## src/rtl/fir_pkg.sv

```systemverilog
// fir_pkg: shared encodings for the FIR sequencer.
// Tag kinds, dag ring selects, FSM states and the tag bundle.
package fir_pkg;

    localparam logic [1:0] ACC_NONE = 2'b00;
    localparam logic [1:0] ACC_SWR  = 2'b01;
    localparam logic [1:0] ACC_SRD  = 2'b10;
    localparam logic [1:0] ACC_CRD  = 2'b11;

    localparam logic [2:0] CB_SWR  = 3'd0;
    localparam logic [2:0] CB_SRD  = 3'd1;
    localparam logic [2:0] CB_COEF = 3'd2;

    typedef logic [3:0] fir_st_t;

    localparam fir_st_t ST_UNCFG = 4'd0;
    localparam fir_st_t ST_CFG0  = 4'd1;
    localparam fir_st_t ST_CFG1  = 4'd2;
    localparam fir_st_t ST_CFG2  = 4'd3;
    localparam fir_st_t ST_IDLE  = 4'd4;
    localparam fir_st_t ST_WADDR = 4'd5;
    localparam fir_st_t ST_TAP_S = 4'd6;
    localparam fir_st_t ST_TAP_C = 4'd7;
    localparam fir_st_t ST_SKIP  = 4'd8;
    localparam fir_st_t ST_FLUSH = 4'd9;

    typedef struct packed {
        logic [1:0] kind;
        logic       clr;
        logic       en;
        logic       ov;
    } tag_t;

endpackage

```

## src/rtl/fir_seq_if.sv

```systemverilog
// fir_seq_if: command bus from the FIR sequencer to one dag.
// master drives ring programming and read strobes.
interface fir_seq_if;

    logic        dag_we;
    logic        dag_re;
    logic [2:0]  dag_cbs;
    logic [15:0] dag_base;
    logic [11:0] dag_len;
    logic        dag_sign;
    logic [2:0]  dag_expt;

    modport master (
        output dag_we, dag_re, dag_cbs, dag_base,
        output dag_len, dag_sign, dag_expt
    );

    modport slave (
        input dag_we, dag_re, dag_cbs, dag_base,
        input dag_len, dag_sign, dag_expt
    );

endinterface

```

## src/rtl/fir_seq_tag_delay.sv

```systemverilog
// tag_delay: DEPTH-stage shift register for the address tag.
// Keeps kind/mac/out_valid aligned with the dag address output.
module tag_delay
    import fir_pkg::*;
#(
    parameter int DEPTH = 1
) (
    input  logic clk,
    input  logic rst_n,
    input  tag_t d,
    output tag_t q
);

    tag_t sr [DEPTH];

    // Shift tags forward one stage per cycle; reset empties the pipe.
    always_ff @(posedge clk) begin
        if (!rst_n) begin
            for (int i = 0; i < DEPTH; i++) begin
                sr[i] <= '0;
            end
        end else begin
            sr[0] <= d;
            for (int i = 1; i < DEPTH; i++) begin
                sr[i] <= sr[i-1];
            end
        end
    end

    assign q = sr[DEPTH-1];

endmodule

```

## src/rtl/fir_seq.sv

```systemverilog
// fir_seq: sequencer for one FIR output step.
// Programs three dag rings, then walks sample/coef reads per input.
module fir_seq
    import fir_pkg::*;
#(
    parameter int DAG_LAT = 1
) (
    input  logic        clk,
    input  logic        rst_n,
    input  logic        cfg_start,
    input  logic [11:0] cfg_ntaps,
    input  logic [15:0] cfg_sbase,
    input  logic [15:0] cfg_cbase,
    output logic        cfg_busy,
    output logic        cfg_err,
    input  logic        smp_valid,
    output logic        smp_ready,
    fir_seq_if.master   dag,
    output logic [1:0]  acc_kind,
    output logic        mac_clr,
    output logic        mac_en,
    output logic        out_valid
);

    localparam int FL_W = (DAG_LAT > 1) ? $clog2(DAG_LAT) : 1;
    localparam logic [FL_W-1:0] FL_LAST = FL_W'(DAG_LAT - 1);

    fir_st_t st, st_n;
    logic [11:0] n_q, n_d;
    logic [15:0] sb_q, sb_d, cb_q, cb_d;
    logic [11:0] tap_q, tap_n;
    logic [FL_W-1:0] fl_q, fl_n;

    logic accept, cfg_ok, cfg_go, cfg_bad, last_tap;

    logic        we_d, re_d;
    logic [2:0]  cbs_d;
    logic [15:0] base_d;
    logic [11:0] len_d;
    tag_t        t_d, t_q, t_o;

    assign accept   = (st == ST_IDLE) && smp_valid && smp_ready;
    assign cfg_ok   = ((st == ST_UNCFG) || (st == ST_IDLE))
                    && cfg_start && !accept;
    assign cfg_go   = cfg_ok && (cfg_ntaps != 12'd0);
    assign cfg_bad  = cfg_ok && (cfg_ntaps == 12'd0);
    assign last_tap = (tap_q == n_q - 12'd1);

    assign n_d  = cfg_go ? cfg_ntaps : n_q;
    assign sb_d = cfg_go ? cfg_sbase : sb_q;
    assign cb_d = cfg_go ? cfg_cbase : cb_q;

    // Next state, tap counter and flush counter.
    always_comb begin
        st_n  = st;
        tap_n = tap_q;
        fl_n  = fl_q;
        case (st)
            ST_UNCFG: if (cfg_go) st_n = ST_CFG0;
            ST_IDLE: begin
                if (accept)      st_n = ST_WADDR;
                else if (cfg_go) st_n = ST_CFG0;
            end
            ST_CFG0:  st_n = ST_CFG1;
            ST_CFG1:  st_n = ST_CFG2;
            ST_CFG2:  st_n = ST_IDLE;
            ST_WADDR: begin
                st_n  = ST_TAP_S;
                tap_n = '0;
            end
            ST_TAP_S: st_n = ST_TAP_C;
            ST_TAP_C: begin
                if (last_tap) begin
                    st_n = ST_SKIP;
                end else begin
                    st_n  = ST_TAP_S;
                    tap_n = tap_q + 12'd1;
                end
            end
            ST_SKIP: begin
                st_n = ST_FLUSH;
                fl_n = '0;
            end
            ST_FLUSH: begin
                if (fl_q == FL_LAST) st_n = ST_IDLE;
                else                 fl_n = fl_q + FL_W'(1);
            end
            default: st_n = ST_UNCFG;
        endcase
    end

    // Decode the state being entered into dag commands and issue tag.
    always_comb begin
        we_d   = 1'b0;
        re_d   = 1'b0;
        cbs_d  = CB_SWR;
        base_d = '0;
        len_d  = '0;
        t_d    = '0;
        unique case (1'b1)
            st_n == ST_CFG0: begin
                we_d   = 1'b1;
                cbs_d  = CB_SWR;
                base_d = sb_d;
                len_d  = n_d;
            end
            st_n == ST_CFG1: begin
                we_d   = 1'b1;
                cbs_d  = CB_SRD;
                base_d = sb_d;
                len_d  = n_d;
            end
            st_n == ST_CFG2: begin
                we_d   = 1'b1;
                cbs_d  = CB_COEF;
                base_d = cb_d;
                len_d  = n_d;
            end
            st_n == ST_WADDR: begin
                re_d   = 1'b1;
                cbs_d  = CB_SWR;
                t_d.kind = ACC_SWR;
            end
            st_n == ST_TAP_S: begin
                re_d   = 1'b1;
                cbs_d  = CB_SRD;
                t_d.kind = ACC_SRD;
            end
            st_n == ST_TAP_C: begin
                re_d   = 1'b1;
                cbs_d  = CB_COEF;
                t_d.kind = ACC_CRD;
                t_d.en   = 1'b1;
                t_d.clr  = (tap_n == 12'd0);
            end
            st_n == ST_SKIP: begin
                re_d   = 1'b1;
                cbs_d  = CB_SRD;
                t_d.ov = 1'b1;
            end
            default: ;
        endcase
    end

    // State and latched configuration.
    always_ff @(posedge clk) begin
        if (!rst_n) begin
            st    <= ST_UNCFG;
            tap_q <= '0;
            fl_q  <= '0;
            n_q   <= '0;
            sb_q  <= '0;
            cb_q  <= '0;
        end else begin
            st    <= st_n;
            tap_q <= tap_n;
            fl_q  <= fl_n;
            n_q   <= n_d;
            sb_q  <= sb_d;
            cb_q  <= cb_d;
        end
    end

    // Registered outputs toward dag and the handshake side.
    always_ff @(posedge clk) begin
        if (!rst_n) begin
            dag.dag_we   <= 1'b0;
            dag.dag_re   <= 1'b0;
            dag.dag_cbs  <= '0;
            dag.dag_base <= '0;
            dag.dag_len  <= '0;
            t_q          <= '0;
            smp_ready    <= 1'b0;
            cfg_busy     <= 1'b0;
            cfg_err      <= 1'b0;
        end else begin
            dag.dag_we   <= we_d;
            dag.dag_re   <= re_d;
            dag.dag_cbs  <= cbs_d;
            dag.dag_base <= base_d;
            dag.dag_len  <= len_d;
            t_q          <= t_d;
            smp_ready    <= (st_n == ST_IDLE);
            cfg_busy     <= (st_n != ST_IDLE) && (st_n != ST_UNCFG);
            cfg_err      <= cfg_bad;
        end
    end

    assign dag.dag_sign = 1'b0;
    assign dag.dag_expt = 3'd0;

    tag_delay #(
        .DEPTH (DAG_LAT)
    ) u_tag (
        .clk   (clk),
        .rst_n (rst_n),
        .d     (t_q),
        .q     (t_o)
    );

    assign acc_kind  = t_o.kind;
    assign mac_clr   = t_o.clr;
    assign mac_en    = t_o.en;
    assign out_valid = t_o.ov;

endmodule

```

## src/flat_wrapper.sv

```systemverilog
// flat-port wrapper written by rule: the top's interface ports become plain ports
module fir_seq_flat import fir_pkg::*;
#(
    parameter int DAG_LAT = 1
)
  (clk, rst_n, cfg_start, cfg_ntaps, cfg_sbase, cfg_cbase, cfg_busy, cfg_err, smp_valid, smp_ready, acc_kind, mac_clr, mac_en, out_valid, dag_dag_we, dag_dag_re, dag_dag_cbs, dag_dag_base, dag_dag_len, dag_dag_sign, dag_dag_expt);
  fir_seq_if dag_i ();
  input  logic clk;
  input  logic rst_n;
  input  logic cfg_start;
  input  logic [11:0] cfg_ntaps;
  input  logic [15:0] cfg_sbase;
  input  logic [15:0] cfg_cbase;
  output logic cfg_busy;
  output logic cfg_err;
  input  logic smp_valid;
  output logic smp_ready;
  output logic [1:0] acc_kind;
  output logic mac_clr;
  output logic mac_en;
  output logic out_valid;
  output wire logic [$bits(dag_i.dag_we)-1:0] dag_dag_we;
  output wire logic [$bits(dag_i.dag_re)-1:0] dag_dag_re;
  output wire logic [$bits(dag_i.dag_cbs)-1:0] dag_dag_cbs;
  output wire logic [$bits(dag_i.dag_base)-1:0] dag_dag_base;
  output wire logic [$bits(dag_i.dag_len)-1:0] dag_dag_len;
  output wire logic [$bits(dag_i.dag_sign)-1:0] dag_dag_sign;
  output wire logic [$bits(dag_i.dag_expt)-1:0] dag_dag_expt;
  assign dag_dag_we = dag_i.dag_we;
  assign dag_dag_re = dag_i.dag_re;
  assign dag_dag_cbs = dag_i.dag_cbs;
  assign dag_dag_base = dag_i.dag_base;
  assign dag_dag_len = dag_i.dag_len;
  assign dag_dag_sign = dag_i.dag_sign;
  assign dag_dag_expt = dag_i.dag_expt;
  fir_seq #(.DAG_LAT(DAG_LAT)) u_core (.clk(clk), .rst_n(rst_n), .cfg_start(cfg_start), .cfg_ntaps(cfg_ntaps), .cfg_sbase(cfg_sbase), .cfg_cbase(cfg_cbase), .cfg_busy(cfg_busy), .cfg_err(cfg_err), .smp_valid(smp_valid), .smp_ready(smp_ready), .dag(dag_i), .acc_kind(acc_kind), .mac_clr(mac_clr), .mac_en(mac_en), .out_valid(out_valid));
endmodule
```

## config.mk

```make
export PLATFORM = sky130hd
export DESIGN_NAME = fir_seq_flat
export DESIGN_NICKNAME = d
export VERILOG_FILES = /design/src/rtl/fir_pkg.sv /design/src/rtl/fir_seq_if.sv /design/src/rtl/fir_seq_tag_delay.sv /design/src/rtl/fir_seq.sv /design/src/flat_wrapper.sv
export SDC_FILE = /design/constraint.sdc
export NUM_CORES = 1
export LEC_CHECK = 0
export ABC_AREA = 0
export CORE_AREA = 2 2 99 101
export DETAILED_ROUTE_END_ITERATION = 8
export DIE_AREA = 0 0 101 103
export MAX_ROUTING_LAYER = met4
export PLACE_DENSITY_LB_ADDON = 0.25
export SLEW_MARGIN = 0
export SYNTH_ARGS = -nofsm -noshare
export SYNTH_HDL_FRONTEND = slang
export SYNTH_SLANG_ARGS = --single-unit
```

## constraint.sdc

```tcl
create_clock -name clk -period 5.5 [get_ports clk]
set_input_delay 1.1 -clock clk [delete_from_list [all_inputs] [get_ports clk]]
set_output_delay 1.1 -clock clk [all_outputs]
set_load 0.005 [all_outputs]
```

==> impl_metrics.toml, run 1 <==
[outcome]
status = "finished clean"

[sta]
worstMarginPinSlew_ns = 0.921
maxSlewHeadroom_pct = 38.5
tns_ns = 0
slew_viol_final = 0
finalCriticalPeriod_ns = 3.68
rsz0062_at_grt = "false"
clock_skew_ns = 0.0137
finalSetupViolCount = 0
hold_viol = 0
fmaxAchievable_ghz = 0.272
period_share_pct = 66.9

[cts]
cts_root_buf = "clkbuf_8"
clk_latency_ns = 0.37
post_cts_buffers = 0
clockBufferDepth = 2
cts_inserted_buffers = 9
hold_buffers = 0
htreeDepth = 3
path_clk_slew_ns = 0.11
cts_resized = 0
cts_tree = "done"
cts.sinks = 105

[layout]
layout.nets = 619
final_common_cell = "dfxtp_1"
fin_cells = 688
final.fill_count = 861
drive_gt1_share_pct = 8.89
layout_common_cells = "105 x dfxtp_1, 87 x clkdlybuf4s50_1, 83 x nor2_1"
area_growth_pct = 24.6
num_antenna_cells = 0

[global_routing]
grt_use_total_pct = 21.4
antenna_found_initial = 0
grt_pass1_vias = 3686
gr-total-overflow = 0
grt_pass1_wl_um = 17100
grt_max_degree = 37

[power]
ir_drop_v = 0.000174
powerDensity_nw_per_um2 = 332
power.leakage_nw = 2.27

[die]
core_area_um2 = 9460
die_h_um = 103
io_pins = 93
start_util_pct = 48.2
dieArea_um2 = 10400
die_x_um = 101
rows = 36

[setup_path]
path_cells = "clkdlybuf4s50_1 > nor4b_1 > nand3_2 > inv_1 > o31ai_1 > a221o_1 > or2_2 > nor2_1"
required_ns = 5.81
critPathArrivalTime_ns = 3.99
cp-startpoint = "cfg_start"
critPathLaunchType = "input pin"
reg2reg_slack_ns = 2.21
cpMaxStageDelayCell = "a221o_1"
cpPeakStageDelay_ns = 0.54
cp_max_fo = 17
crit_type = "in -> reg"
end_kind = "flip-flop"
rr_startpoint = "u_core.n_q[3]"

[detailed_routing]
antenna_left = 0
drc = 0
drt-wirelength-per-cell_um = 15.1
num_vias = 3745
drtIter0Drc = 179
wl_um = 10400
dr.pass1.iters = 5
avgViaCountPerCell = 5.44

[logic_synthesis]
syn-cell-area_um2 = 4560
syn_inst = 502
synth.yosys.seq_area_share_pct = 46.1
ys_ff_latch = 105
yosysWarningCount = 0
synth_flop_cell = "dfxtp_1"
async_flop_share_pct = 0
synth_edf_count = 0
ys_types = 58
syn_avg_cell_area_um2 = 9.09

[place]
gp_congestion = 0.846
portBuffers = 87
hpwl_um = 7430
dp_cells = 672

[min_path]
hold_path.class = "reg -> reg"
min-delay-start = "u_core.t_q[2]"

[job]
drv_cap = 0
where the power goes:
group	total (W)	switching [W]	leakage, nW	internal [W]
registers	0.000881	0.0000528	0.856	0.000828
clock network	0.000534	0.000304	0.115	0.000231
logic	0.000469	0.000241	1.30	0.000228
total	0.00188	0.000597	2.27	0.00129
worst paths after layout:
kind / endpoint / cells past startpoint
setup / recovery: u_core.dag.dag_base[6] / 8
hold / removal: u_core.u_tag.sr[0][2] / 1
setup reg to reg: u_core.t_q[2] / 9
hold reg to reg: u_core.u_tag.sr[0][2] / 1
cell families (layout without fill, tap and decap cells):
| family | Yosys count | in the layout | share of synthesized area (%) |
|---|---|---|---|
| AOI/OAI and AO/OA | 60 | 60 | 9.08 |
| muxes | 51 | 51 | 11.7 |
| and+or+nand+nor | 216 | 216 | 24.5 |
| adders and majority gates | 2 | 2 | 0.548 |
| buffers and inverters | 50 | 118 | 4.72 |
| xor gates and xnor gates | 17 | 17 | 3.26 |
| other | 1 | 5 | 0.0822 |
| DFF | 105 | 105 | 46.1 |
final cells by class:
| type | instances | area, um^2 | area share, % |
|---|---|---|---|
| clock buffer | 9 | 124 | 2.18 |
| tap | 114 | 143 | 2.51 |
| clock inverter | 7 | 108 | 1.89 |
| multi-input combinational | 351 | 2270 | 39.9 |
| inverter | 11 | 41.3 | 0.726 |
| sequential | 105 | 2100 | 37.0 |
| timing repair buffer | 91 | 901 | 15.8 |
registers in the layout, indices dropped and copies added, names as in the netlist:
name	count
u_core.cb_q	16
u_core.cfg_busy	1
u_core.cfg_err	1
u_core.dag.dag_base	16
u_core.dag.dag_cbs	2
u_core.dag.dag_len	12
u_core.dag.dag_re	1
u_core.dag.dag_we	1
u_core.n_q	12
u_core.sb_q	16
u_core.smp_ready	1
u_core.st	4
u_core.t_q	5
u_core.tap_q	12
u_core.u_tag.sr	5
metal layers:
layer	up-vias	wire length, um	part of all wire (%)	global-route usage [%]
met3	17	446	4.3	3.05
met2	93	5320	51	36.5
met1	1784	4400	42	25.8
li1	1851	-	-	-
met5	-	0	0	-
met4	0	200	1.9	8.21
cell usage after synthesis, drive strengths merged, types with 3 or more instances:
| cell | instances | share of area [%] |
|---|---|---|
| dfxtp | 105 | 46 |
| nor2 | 83 | 6.8 |
| and2 | 32 | 4.4 |
| mux2i | 32 | 7.0 |
| clkbuf | 31 | 2.6 |
| a21oi | 22 | 2.4 |
| nand2 | 22 | 1.8 |
| nor3 | 21 | 2.5 |
| mux2 | 19 | 4.7 |
| nand3 | 14 | 1.5 |
| xnor2 | 11 | 2.1 |
| inv | 9 | 0.74 |
| buf | 8 | 1.3 |
| nand4 | 8 | 1.4 |
| nor4 | 8 | 1.9 |
| or3 | 7 | 0.96 |
| and3 | 6 | 0.82 |
| nor2b | 6 | 0.82 |
| o211ai | 6 | 0.99 |
| o21ai | 6 | 0.66 |
| xor2 | 6 | 1.2 |
| a22oi | 3 | 0.49 |
| nand2b | 3 | 0.41 |
per-stage QoR:
stage          worst slack [ns]  power, W  util, %  area (um^2)  hold WS (ns)
2_1_floorplan              2.24   0.00121        -         4580         0.412
3_3_place_gp               1.53   0.00135     57.6         5450         0.421
3_5_place_dp               1.43   0.00137     57.6         5450         0.427
4_1_cts                    1.84   0.00190     60.1         5680         0.454
5_1_grt                    1.61   0.00198     60.1         5680         0.467
6_report                   1.82   0.00188     60.1         5680         0.448
worst max-delay path, delay by kind of cell:
| kind | cells | cell delay (ns) |
|---|---|---|
| AOI/OAI and AO/OA | 2 | 0.63 |
| buffers and inverters | 2 | 0.70 |
| and+or+nand+nor | 4 | 1.57 |
Note: power is estimated with default switching activity, not from simulation.
==> inputs of run 2 (changes only) <==
--- a/config.mk
+++ b/config.mk
@@ -6,9 +6,9 @@
 export NUM_CORES = 1
 export LEC_CHECK = 0
 export ABC_AREA = 0
-export CORE_AREA = 2 2 99 101
+export CORE_AREA = 2 2 103 105
 export DETAILED_ROUTE_END_ITERATION = 8
-export DIE_AREA = 0 0 101 103
+export DIE_AREA = 0 0 105 107
 export MAX_ROUTING_LAYER = met4
 export PLACE_DENSITY_LB_ADDON = 0.25
 export SLEW_MARGIN = 0
==> constraint.sdc (replaced) <==
create_clock -name clk -period 3.36 [get_ports clk]
set_input_delay 0.672 -clock clk [delete_from_list [all_inputs] [get_ports clk]]
set_output_delay 0.672 -clock clk [all_outputs]
set_load 0.005 [all_outputs]
==> run 2 against run 1 <==
Sequential share of layout area down 0.38 points. Sequential cell count unchanged. Non-clock buffer count up 6. Register-to-register slack worse by 2.0 ns. Combinational power up 75%. Sequential power up 61%. Highest routed layer unchanged. Setup slack worse by 1.6 ns. Cell count up 4.1%. First-iteration DRC count unchanged. Hold slack worse by 0.0015 ns. Design area up 1.0%. Largest cell class unchanged. Utilization down 3.2 points.
==> impl_metrics.toml, run 2 (same netlist as run 1, synthesis figures left out) <==
[outcome]
status = "finished clean"

[global_routing]
grt_use_total_pct = 20.1
grt_pass1_vias = 3723
grt_pass1_wl_um = 17800
antenna_found_initial = 0
gr-total-overflow = 0
grt_max_degree = 35

[detailed_routing]
avgViaCountPerCell = 5.21
drt-wirelength-per-cell_um = 15.3
dr.pass1.iters = 4
wl_um = 10900
drtIter0Drc = 179
antenna_left = 0
num_vias = 3729
drc = 0

[place]
portBuffers = 87
gp_congestion = 0.839
placed_cell_area_um2 = 5530
hpwl_um = 7900

[sta]
slew_viol_final = 0
rsz0062_at_grt = "false"
hold_viol = 0
finalCriticalPeriod_ns = 3.13
tns_ns = 0
clock_skew_ns = 0.0112
worstMarginPinSlew_ns = 0.651
finalSetupViolCount = 0
period_share_pct = 93.0
fmaxAchievable_ghz = 0.320
maxSlewHeadroom_pct = 56.5

[cts]
path_clk_slew_ns = 0.10
clockBufferDepth = 2
cts_tree = "done"
post_cts_buffers = 0
clk_latency_ns = 0.36
cts.sinks = 105
htreeDepth = 3
cts_root_buf = "clkbuf_8"
hold_buffers = 0
cts_resized = 0
cts_inserted_buffers = 9

[setup_path]
cp_max_fo = 13
end_kind = "flip-flop"
critPathArrivalTime_ns = 3.40
critPathBufInv = 0
path_cells = "nor4_4 > nand3_1 > o41a_1 > a211oi_4 > nand4_4 > a311oi_2 > a311oi_1 > or4_1 > nor4_2"
crit_type = "reg -> reg"
reg2reg_slack_ns = 0.23
critPathLaunchType = "flip-flop"
critPathTopFamily = "simple AND/OR/NAND/NOR gates"
cpMaxStageDelayCell = "or4_1"
cpPeakStageDelay_ns = 0.50
required_ns = 3.64

[layout]
layout_common_cells = "105 x dfxtp_1, 87 x clkdlybuf4s50_1, 83 x nor2_1"
multi_input_area_um2 = 2270
layout.nets = 625
area_growth_pct = 25.9
reg_top3 = "u_core.cb_q x16, u_core.dag.dag_base x16, u_core.sb_q x16"
regArea_um2 = 2100
final_common_cell = "dfxtp_1"
drive_gt1_share_pct = 9.83
final.fill_count = 944
num_antenna_cells = 0
finish.instance_area_um2 = 5740

[die]
die_x_um = 105
io_pins = 93
rows = 37
core_area_um2 = 10100
dieArea_um2 = 11200
die_h_um = 107
start_util_pct = 45.2

[power]
power.leakage_nw = 2.29
powerDensity_nw_per_um2 = 534
ir_drop_v = 0.000265

[job]
drv_cap = 0

[min_path]
hold_path.class = "reg -> reg"
==> run 2: changes by cell type in the layout (fill, tap and decap cells not counted) <==
cell / before / now
inv_6: 2 / 4
clkinv_8: 2 / 1
inv_8: 1 / 0
clkinv_2: 0 / 1
a211oi_2: 1 / 0
inv_12: 1 / 0
buf_4: 4 / 10
a211oi_4: 0 / 1
==> run 2: routing by layer <==
layer | vias up | track usage (%) | share of wire [%]
li1 | 1859 | - | -
met2 | 74 | 35.8 | 52
met1 | 1788 | 23.5 | 43
met5 | - | - | 0
met3 | 8 | 3.22 | 3.4
met4 | 0 | 5.71 | 0.87
==> run 2: worst reg2reg max path, stage by stage (launching register included) <==
cell and delay, ns:
dfxtp_1 0.44, nor4_4 0.39, nand3_1 0.12, o41a_1 0.39, a211oi_4 0.37, nand4_4 0.25, a311oi_2 0.31, a311oi_1 0.06
or4_1 0.50, nor4_2 0.24
==> run 2: area by class of cell <==
cell class / instances / share of cell area, %
Sequential cell: 105 / 36.6
Multi-Input combinational cell: 351 / 39.6
Clock inverter: 7 / 1.50
Timing Repair Buffer: 97 / 16.5
Tap cell: 136 / 2.96
Clock buffer: 9 / 2.16
Inverter: 11 / 0.719
==> run 2: final timing paths <==
path	from	endpoint	cells after the start
setup reg to reg	u_core.n_q[3]	u_core.t_q[2]	9
hold / removal	u_core.t_q[0]	u_core.u_tag.sr[0][0]	1
hold reg to reg	u_core.t_q[0]	u_core.u_tag.sr[0][0]	1
setup / recovery	u_core.n_q[3]	u_core.t_q[2]	9
==> run 2: per-stage QoR <==
stage	util (%)	hold WS, ns	instances	power [W]	setup WS [ns]
floorplan	-	0.412	506	0.00197	0.526
global placement	54.7	0.420	700	0.00225	0.353
detailed placement	54.7	0.420	700	0.00227	0.238
CTS	56.8	0.453	716	0.00309	0.210
global route	56.9	0.470	716	0.00323	0.00741
finish	56.9	0.447	716	0.00307	0.235
==> run 2: where the power goes <==
group / switching (W) / leakage (nW) / internal (W)
Sequential: 0.0000666 / 0.856 / 0.00136
Clock: 0.000463 / 0.108 / 0.000361
Combinational: 0.000428 / 1.32 / 0.000391
Total: 0.000958 / 2.29 / 0.00211
==> inputs of run 3 (changes only) <==
--- a/config.mk
+++ b/config.mk
@@ -6,11 +6,11 @@
 export NUM_CORES = 1
 export LEC_CHECK = 0
 export ABC_AREA = 0
-export CORE_AREA = 2 2 103 105
+export CORE_AREA = 4 4 105 107
 export DETAILED_ROUTE_END_ITERATION = 8
-export DIE_AREA = 0 0 105 107
+export DIE_AREA = 0 0 109 111
 export MAX_ROUTING_LAYER = met4
-export PLACE_DENSITY_LB_ADDON = 0.25
+export PLACE_DENSITY = 0.74
 export SLEW_MARGIN = 0
 export SYNTH_ARGS = -nofsm -noshare
 export SYNTH_HDL_FRONTEND = slang
==> run 3 against run 2 <==
Non-clock buffer count down 1. Maximum frequency down 0.20%. Design area down 0.52%. Cell count down 0.14%. Die area up 7.7%. Via count up 0.62%. Clock power down 9.7%.
==> impl_metrics.toml, run 3 (same netlist as run 1, synthesis figures left out) <==
[detailed_routing]
num_vias = 3752
drt-wirelength-per-cell_um = 14.8
dr.pass1.iters = 4
drtIter0Drc = 186
drc = 0
antenna_left = 0
wl_um = 10600
avgViaCountPerCell = 5.25

[layout]
final_common_cell = "dfxtp_1"
layout_common_cells = "104 x dfxtp_1, 87 x clkdlybuf4s50_1, 83 x nor2_1"
drive_gt1_share_pct = 9.84
num_antenna_cells = 0
fin_cells = 715
final.fill_count = 909
area_growth_pct = 25.2
fin_util_pct = 56.3
reg_top3 = "u_core.cb_q x16, u_core.dag.dag_base x16, u_core.sb_q x16"
layout.nets = 624

[die]
dieArea_um2 = 12100
die_h_um = 111
die_x_um = 109
start_util_pct = 45.0
rows = 37
io_pins = 93
core_area_um2 = 10100

[job]
drv_cap = 0

[sta]
slew_viol_final = 0
clock_skew_ns = 0.0146
maxSlewHeadroom_pct = 19.6
worstMarginPinSlew_ns = 1.20
rsz0062_at_grt = "false"
period_share_pct = 93.2
hold_viol = 0
fmaxAchievable_ghz = 0.319
finalSetupViolCount = 0
finalCriticalPeriod_ns = 3.13
timing.hold.ws_ns = 0.440

[place]
gp_congestion = 0.889
dp_cells = 699
portBuffers = 87
hpwl_um = 7560

[cts]
clk_latency_ns = 0.37
htreeDepth = 3
cts_inserted_buffers = 9
path_clk_slew_ns = 0.09
cts.sinks = 105
cts_root_buf = "clkbuf_8"
clockBufferDepth = 2
post_cts_buffers = 0
cts_tree = "done"

[power]
p_switching_w = 0.000929
switching_share_pct = 31.3
ir_drop_v = 0.000216
powerDensity_nw_per_um2 = 520
cellInternalPower_w = 0.00204
p_seq_share_pct = 47.6
share_comb_of_total_power_pct = 27.4
pwr-share-clk_pct = 25.0
power.leakage_nw = 2.27

[setup_path]
critPathLaunchType = "flip-flop"
critPathArrivalTime_ns = 3.40
required_ns = 3.63
crit_type = "reg -> reg"
cp_max_fo = 11
end_kind = "flip-flop"

[global_routing]
grt_pass1_wl_um = 17700
gr-total-overflow = 0
grt_max_degree = 52
antenna_found_initial = 0
grt_use_total_pct = 18.4
grt_pass1_vias = 3787

[outcome]
status = "finished clean"

[min_path]
hold_path.class = "reg -> reg"
## run 3: worst max-delay path, cell delays in order, from the launching register on
cell      delay [ns]
dfxtp_1         0.45
inv_1           0.08
ha_1            0.23
nor2b_1         0.17
a21o_1          0.19
a211oi_1        0.33
a211oi_2        0.13
nand4_4         0.20
buf_4           0.20
and3_1          0.18
a311oi_1        0.08
or4_1           0.52
nor4_2          0.28
## run 3: what timing repair did
action,in CTS,in global routing
setup endpoints to repair,0,1
gates resized for setup,0,2
hold buffers,0,0
hold endpoints to repair,0,0
## run 3: worst paths after layout
path,cells after the start,slack [ns],from,to
worst max-delay path,12,0.23,u_core.n_q[0],u_core.t_q[2]
worst min-delay path,1,0.44,u_core.t_q[4],u_core.u_tag.sr[0][4]
worst max register to register,12,0.23,u_core.n_q[0],u_core.t_q[2]
worst min register to register,1,0.44,u_core.t_q[4],u_core.u_tag.sr[0][4]
## run 3: metrics by stage
| stage | TNS (ns) | worst slack (ns) | cell area, um^2 | total power (W) |
|---|---|---|---|---|
| floorplan | 0 | 0.526 | 4580 | 0.00197 |
| detailed placement | -0.280 | -0.0689 | 5520 | 0.00226 |
| CTS | 0 | 0.162 | 5710 | 0.00300 |
| finish | 0 | 0.229 | 5710 | 0.00297 |
| global route | 0 | 0.0145 | 5710 | 0.00313 |
| global placement | 0 | 0.0343 | 5520 | 0.00223 |
## run 3: layout make-up
cell class              instances  area (um^2)  share of cell area [%]
clock inverters                 6         50.0                   0.876
multi-input cells             351         2270                    39.8
clock buffers                  10          138                    2.41
flip-flops and latches        105         2100                    36.8
well taps                     136          170                    2.98
repair buffers                 96          938                    16.4
inverters                      11         41.3                   0.723
## run 3: metal layers
layer / up-vias / GRT usage, % / share of wire [%]
li1: 1861 / - / -
met1: 1770 / 22.1 / 44
met2: 111 / 31.3 / 50
met3: 10 / 4.14 / 5.5
met4: 0 / 4.04 / 0.73
met5: - / - / 0
## run 3: power by group through the flow
stage	Clock (W)	Combinational (W)	Sequential, W
final	0.000744	0.000814	0.00141
after global placement	0	0.000796	0.00144
after CTS	0.000764	0.000819	0.00141
after floorplan	0	0.000547	0.00143
after detailed placement	0	0.000816	0.00144
after global routing	0.000809	0.000897	0.00143
